===== config.mk =====
export PLATFORM = sky130hd
export DESIGN_NAME = framebuffer_uart_tx
export DESIGN_NICKNAME = d
export VERILOG_FILES = /design/src/rtl/framebuffer_uart_tx.sv
export SDC_FILE = /design/constraint.sdc
export NUM_CORES = 1
export LEC_CHECK = 0
export CAP_MARGIN = 0
export CORE_UTILIZATION = 46
export CTS_CLUSTER_SIZE = 24
export DETAILED_ROUTE_END_ITERATION = 12
export MAX_ROUTING_LAYER = met4
export PLACE_DENSITY = 0.83
export SYNTH_ARGS = -nofsm -noshare
export SYNTH_HDL_FRONTEND = slang
export SYNTH_SLANG_ARGS = --single-unit

===== constraint.sdc =====
create_clock -name clk -period 1.55 [get_ports clk]
set_clock_uncertainty 0.05 [all_clocks]
set_input_delay 0.155 -clock clk [delete_from_list [all_inputs] [get_ports clk]]
set_output_delay 0.155 -clock clk [all_outputs]
set_load 0.01 [all_outputs]

===== src/rtl/framebuffer_uart_tx.sv =====
// framebuffer_uart_tx: streams the display framebuffer to the host over the UART
// transmit path, optionally preceded by a frame-start sync byte.
//
// Ports:
//   clk                   system clock
//   rst                   asynchronous active-low reset
//   start                 one-cycle request to begin a dump (ignored while busy or in the done cycle)
//   busy                  high from the cycle after an accepted start until done
//   done                  one-cycle pulse once the last byte has left the uart
//   mem_read / mem_addr   one-cycle framebuffer read request and byte index
//   mem_data              framebuffer read data, qualified by mem_data_ready
//   mem_data_ready        read data valid, one or more cycles after mem_read
//   uart_transmit         one-cycle pulse starting a uart byte
//   uart_tx_byte          byte for the uart, held until the byte completes
//   uart_is_transmitting  high while the uart shifts a byte out
module framebuffer_uart_tx #(
    parameter int unsigned DISPLAY_SIZE = 1024,
    parameter bit          SEND_SYNC    = 1'b1,
    parameter logic [7:0]  SYNC_BYTE    = 8'hA5
) (
    input  logic       clk,
    input  logic       rst,
    input  logic       start,
    output logic       busy,
    output logic       done,
    output logic       mem_read,
    output logic [9:0] mem_addr,
    input  logic [7:0] mem_data,
    input  logic       mem_data_ready,
    output logic       uart_transmit,
    output logic [7:0] uart_tx_byte,
    input  logic       uart_is_transmitting
);

    localparam int unsigned ADDR_W = 10;
    localparam logic [ADDR_W-1:0] LAST_INDEX = ADDR_W'(DISPLAY_SIZE - 1);

    typedef enum logic [2:0] {
        IDLE,
        SYNC,
        FETCH,
        WAIT_DATA,
        SEND,
        TX_START,
        TX_WAIT,
        FINISH
    } state_e;

    state_e            state_q, state_d;
    logic [ADDR_W-1:0] index_q, index_d;
    logic              after_sync_q, after_sync_d;
    logic              busy_q, busy_d;
    logic              done_q, done_d;
    logic              mem_read_q, mem_read_d;
    logic [ADDR_W-1:0] mem_addr_q, mem_addr_d;
    logic              transmit_q, transmit_d;
    logic [7:0]        tx_byte_q, tx_byte_d;

    // Next-state and registered-output logic. mem_read/mem_addr are set on the
    // transition into FETCH so the read request coincides with the FETCH cycle.
    always_comb begin
        state_d      = state_q;
        index_d      = index_q;
        after_sync_d = after_sync_q;
        busy_d       = busy_q;
        done_d       = 1'b0;
        mem_read_d   = 1'b0;
        mem_addr_d   = mem_addr_q;
        transmit_d   = 1'b0;
        tx_byte_d    = tx_byte_q;

        unique case (state_q)
            IDLE: begin
                // done_q high means this is the done cycle: a start here is dropped.
                if (start && !done_q) begin
                    busy_d  = 1'b1;
                    index_d = '0;
                    if (SEND_SYNC) begin
                        state_d = SYNC;
                    end else begin
                        state_d    = FETCH;
                        mem_read_d = 1'b1;
                        mem_addr_d = '0;
                    end
                end
            end
            SYNC: begin
                tx_byte_d    = SYNC_BYTE;
                transmit_d   = 1'b1;
                after_sync_d = 1'b1;
                state_d      = TX_START;
            end
            FETCH: begin
                state_d = WAIT_DATA;
            end
            WAIT_DATA: begin
                if (mem_data_ready) begin
                    tx_byte_d = mem_data;
                    state_d   = SEND;
                end
            end
            SEND: begin
                transmit_d   = 1'b1;
                after_sync_d = 1'b0;
                state_d      = TX_START;
            end
            TX_START: begin
                // uart_is_transmitting only rises the cycle after the pulse.
                state_d = TX_WAIT;
            end
            TX_WAIT: begin
                if (!uart_is_transmitting) begin
                    if (after_sync_q) begin
                        after_sync_d = 1'b0;
                        state_d      = FETCH;
                        mem_read_d   = 1'b1;
                        mem_addr_d   = index_q;
                    end else if (index_q == LAST_INDEX) begin
                        state_d = FINISH;
                    end else begin
                        index_d    = index_q + ADDR_W'(1);
                        state_d    = FETCH;
                        mem_read_d = 1'b1;
                        mem_addr_d = index_q + ADDR_W'(1);
                    end
                end
            end
            FINISH: begin
                done_d  = 1'b1;
                busy_d  = 1'b0;
                index_d = '0;
                state_d = IDLE;
            end
            default: begin
                state_d = IDLE;
            end
        endcase
    end

    // State and output registers.
    always_ff @(posedge clk or negedge rst) begin
        if (!rst) begin
            state_q      <= IDLE;
            index_q      <= '0;
            after_sync_q <= 1'b0;
            busy_q       <= 1'b0;
            done_q       <= 1'b0;
            mem_read_q   <= 1'b0;
            mem_addr_q   <= '0;
            transmit_q   <= 1'b0;
            tx_byte_q    <= '0;
        end else begin
            state_q      <= state_d;
            index_q      <= index_d;
            after_sync_q <= after_sync_d;
            busy_q       <= busy_d;
            done_q       <= done_d;
            mem_read_q   <= mem_read_d;
            mem_addr_q   <= mem_addr_d;
            transmit_q   <= transmit_d;
            tx_byte_q    <= tx_byte_d;
        end
    end

    assign busy          = busy_q;
    assign done          = done_q;
    assign mem_read      = mem_read_q;
    assign mem_addr      = mem_addr_q;
    assign uart_transmit = transmit_q;
    assign uart_tx_byte  = tx_byte_q;

endmodule


==> flow_summary.ini <==
[outcome]
status = finished, violations left
violations = negative setup slack

[clocking]
h-tree-depth = 2
clkSlewWorstSetupHoldPaths_ns = 0.07
cts_buffer_depth = 2
clock_sinks = 36
numCtsBuffers = 5
insertion_delay_ns = 0.29
root_buffer = clkbuf_8
cts_tree = yes

[layout]
fill_cells = 218
layout_commonest_cell = buf_4
area_delta_synth_final_pct = 64.4
stdcell_area_sq_um = 3010
drive_gt1_frac = 0.402
diodes = 0
final_cell_mix = buf_4, dfrtp_1, clkdlybuf4s50_1
nets = 299

[global_route]
grt_pass1_wl_microns = 7940
grt_max_degree = 16
grt_pass1_vias = 1719
grt_antenna_before_repair = 0
grt_overflow = 0
grt.total_usage = 0.252

[timing]
setup_viol = 15
setup_slack_ns = -0.231
drv_slew = 0
hold_viol_final = 0
rsz0062_at_grt = yes
relSlewSlack = 0.691
fmax_mhz = 561
tightest_slew_ns = 0.461
period_share = 1.15
period_needed_ns = 1.78
setup_tns_ns = -1.37
holdWs_ns = 0.128

[pwr]
powerDensity_nw_per_um2 = 1610
comb_power_share = 0.536
leakagePower_nw = 1.28
seqPwrFrac = 0.320
power.share.clock = 0.144
p_sw_frac = 0.381
ir_drop_mv = 1.19
internal_power_w = 0.00300
netSwitchingPower_w = 0.00185

[critical_path]
cp_top_family = simple AND/OR/NAND/NOR gates
crit_chain = ha_2 -> nand4_1 -> buf_4 -> nor3_4 -> nor2_2 -> nand2_1 -> o31ai_1
cp-end-kind = register
critPathMaxStageDelay_ns = 0.39
cp_num_buf_inv = 1
worstPathArrival_ns = 1.91
crit_start = index_q[1]
crit_type = register to register
regToRegStartpoint = index_q[1]
crit_fanout = 5
cp-start-kind = register
cp.required_ns = 1.68
crit_slowest_cell = dfrtp_1

[place]
gp_congestion = 0.858
io_buffers = 34
dpl.hpwl_microns = 3230
dpl_cell_area_sq_um = 2550

[floorplan]
start_util = 0.490
fp.dieH_microns = 65.1
ios = 35
core_region_area_sq_um = 3740
die_w_microns = 65.1
dieArea_sq_um = 4240
rows = 22

[run]
cap_violations = 0

[drt]
drtIter0Drc = 112
routedWlPerCell_microns = 16.9
finalWirelength_microns = 5660
drc = 0
vias_per_cell = 5.84
firstDrtPassIters = 4
vias = 1949
ant_nets = 0

[synthesis]
ys_seq_area_frac = 0.491
ys.flop_type = dfrtp_1
synthArstFlopShare = 1.00
ys_types = 43
netlist_area_sq_um = 1830
synth_edf_count = 0
ys_seq_elements = 36
yosysWarnings = 0
synthesis.nets = 211
synthCells = 197
avgSynthCellArea_sq_um = 9.30

[min_path]
min_path_type = input port to asynchronous set/reset pin
[worst paths after layout]
| kind | endpoint | slack [ns] | cells after the start |
|---|---|---|---|
| max | index_q[9] | -0.23 | 7 |
| min | index_q[9] | 0.13 | 1 |
| max reg2reg | index_q[9] | -0.23 | 7 |
| min reg2reg | mem_addr[5] | 0.45 | 2 |
| max in group asynchronous | index_q[6] | 0.74 | 2 |
| min in group clk | uart_tx_byte[5] | 0.44 | 3 |
[power groups by stage]
stage	Sequential [W]	Clock (W)	Combinational, W
after floorplan	0.00159	0	0.00101
after global placement	0.00152	0	0.00204
after detailed placement	0.00152	0	0.00210
after CTS	0.00150	0.000705	0.00229
after global routing	0.00159	0.000742	0.00280
final	0.00156	0.000697	0.00260
[cell type report]
type / instances / area, sq um / area share
Clock buffer: 8 / 90.1 / 0.0299
Inverter: 6 / 22.5 / 0.00748
Multi-Input combinational cell: 145 / 1130 / 0.375
Sequential cell: 36 / 902 / 0.299
Tap cell: 48 / 60.1 / 0.0199
Timing Repair Buffer: 91 / 807 / 0.268
[repair_timing]
item / CTS / global route
pin swaps: 11 / 17
hold buffers: 0 / 0
gates cloned: 0 / 1
gates resized for setup: 22 / 51
setup endpoints to repair: 22 / 29
buffers inserted: 7 / 4
[cells in the mapped netlist (3+ instances only)]
master    instances  area, sq um
a21oi_1          11         55.1
a22o_1           11         96.3
a31oi_1           7         43.8
clkbuf_1          5         18.8
dfrtp_1          36          901
inv_1             5         18.8
nand2_1          24         90.1
nand3_1           7         35.0
nand4_1           3         18.8
nor2_1           17         63.8
nor2b_1           3         18.8
o21ai_0          21          105
o22ai_1           5         31.3
xor2_1            6         52.6
[cells by family after synthesis]
group / synth area share
compound gates: 0.236
simple gates: 0.177
flops: 0.491
buf+inv: 0.0450
xor+xnor: 0.0382
mux: 0.00546
fa+ha+maj: 0.00682
[metal layers]
metal	up-vias	GRT usage	part of all wire
met5	-	-	0
met4	0	0.0761	0.029
met3	19	0.0642	0.060
met2	84	0.414	0.53
met1	954	0.308	0.38
li1	892	-	-
[through the flow]
stage | std cells | utilization | power, W | setup WS (ns)
after floorplan | 197 | - | 0.00260 | -0.0886
after global placement | 314 | 0.681 | 0.00356 | -0.300
after detailed placement | 314 | 0.681 | 0.00362 | -0.315
after CTS | 329 | 0.742 | 0.00449 | -0.0808
after global routing | 334 | 0.805 | 0.00513 | -0.352
final | 334 | 0.805 | 0.00485 | -0.231
[registers in the layout (all words and copies together), names as in the netlist]
signal / count
busy: 1
uart_transmit: 1
mem_addr: 10
done: 1
uart_tx_byte: 8
mem_read: 1
index_q: 10
after_sync_q: 1
state_q: 3
No activity file was read; power rests on OpenSTA's default activity.
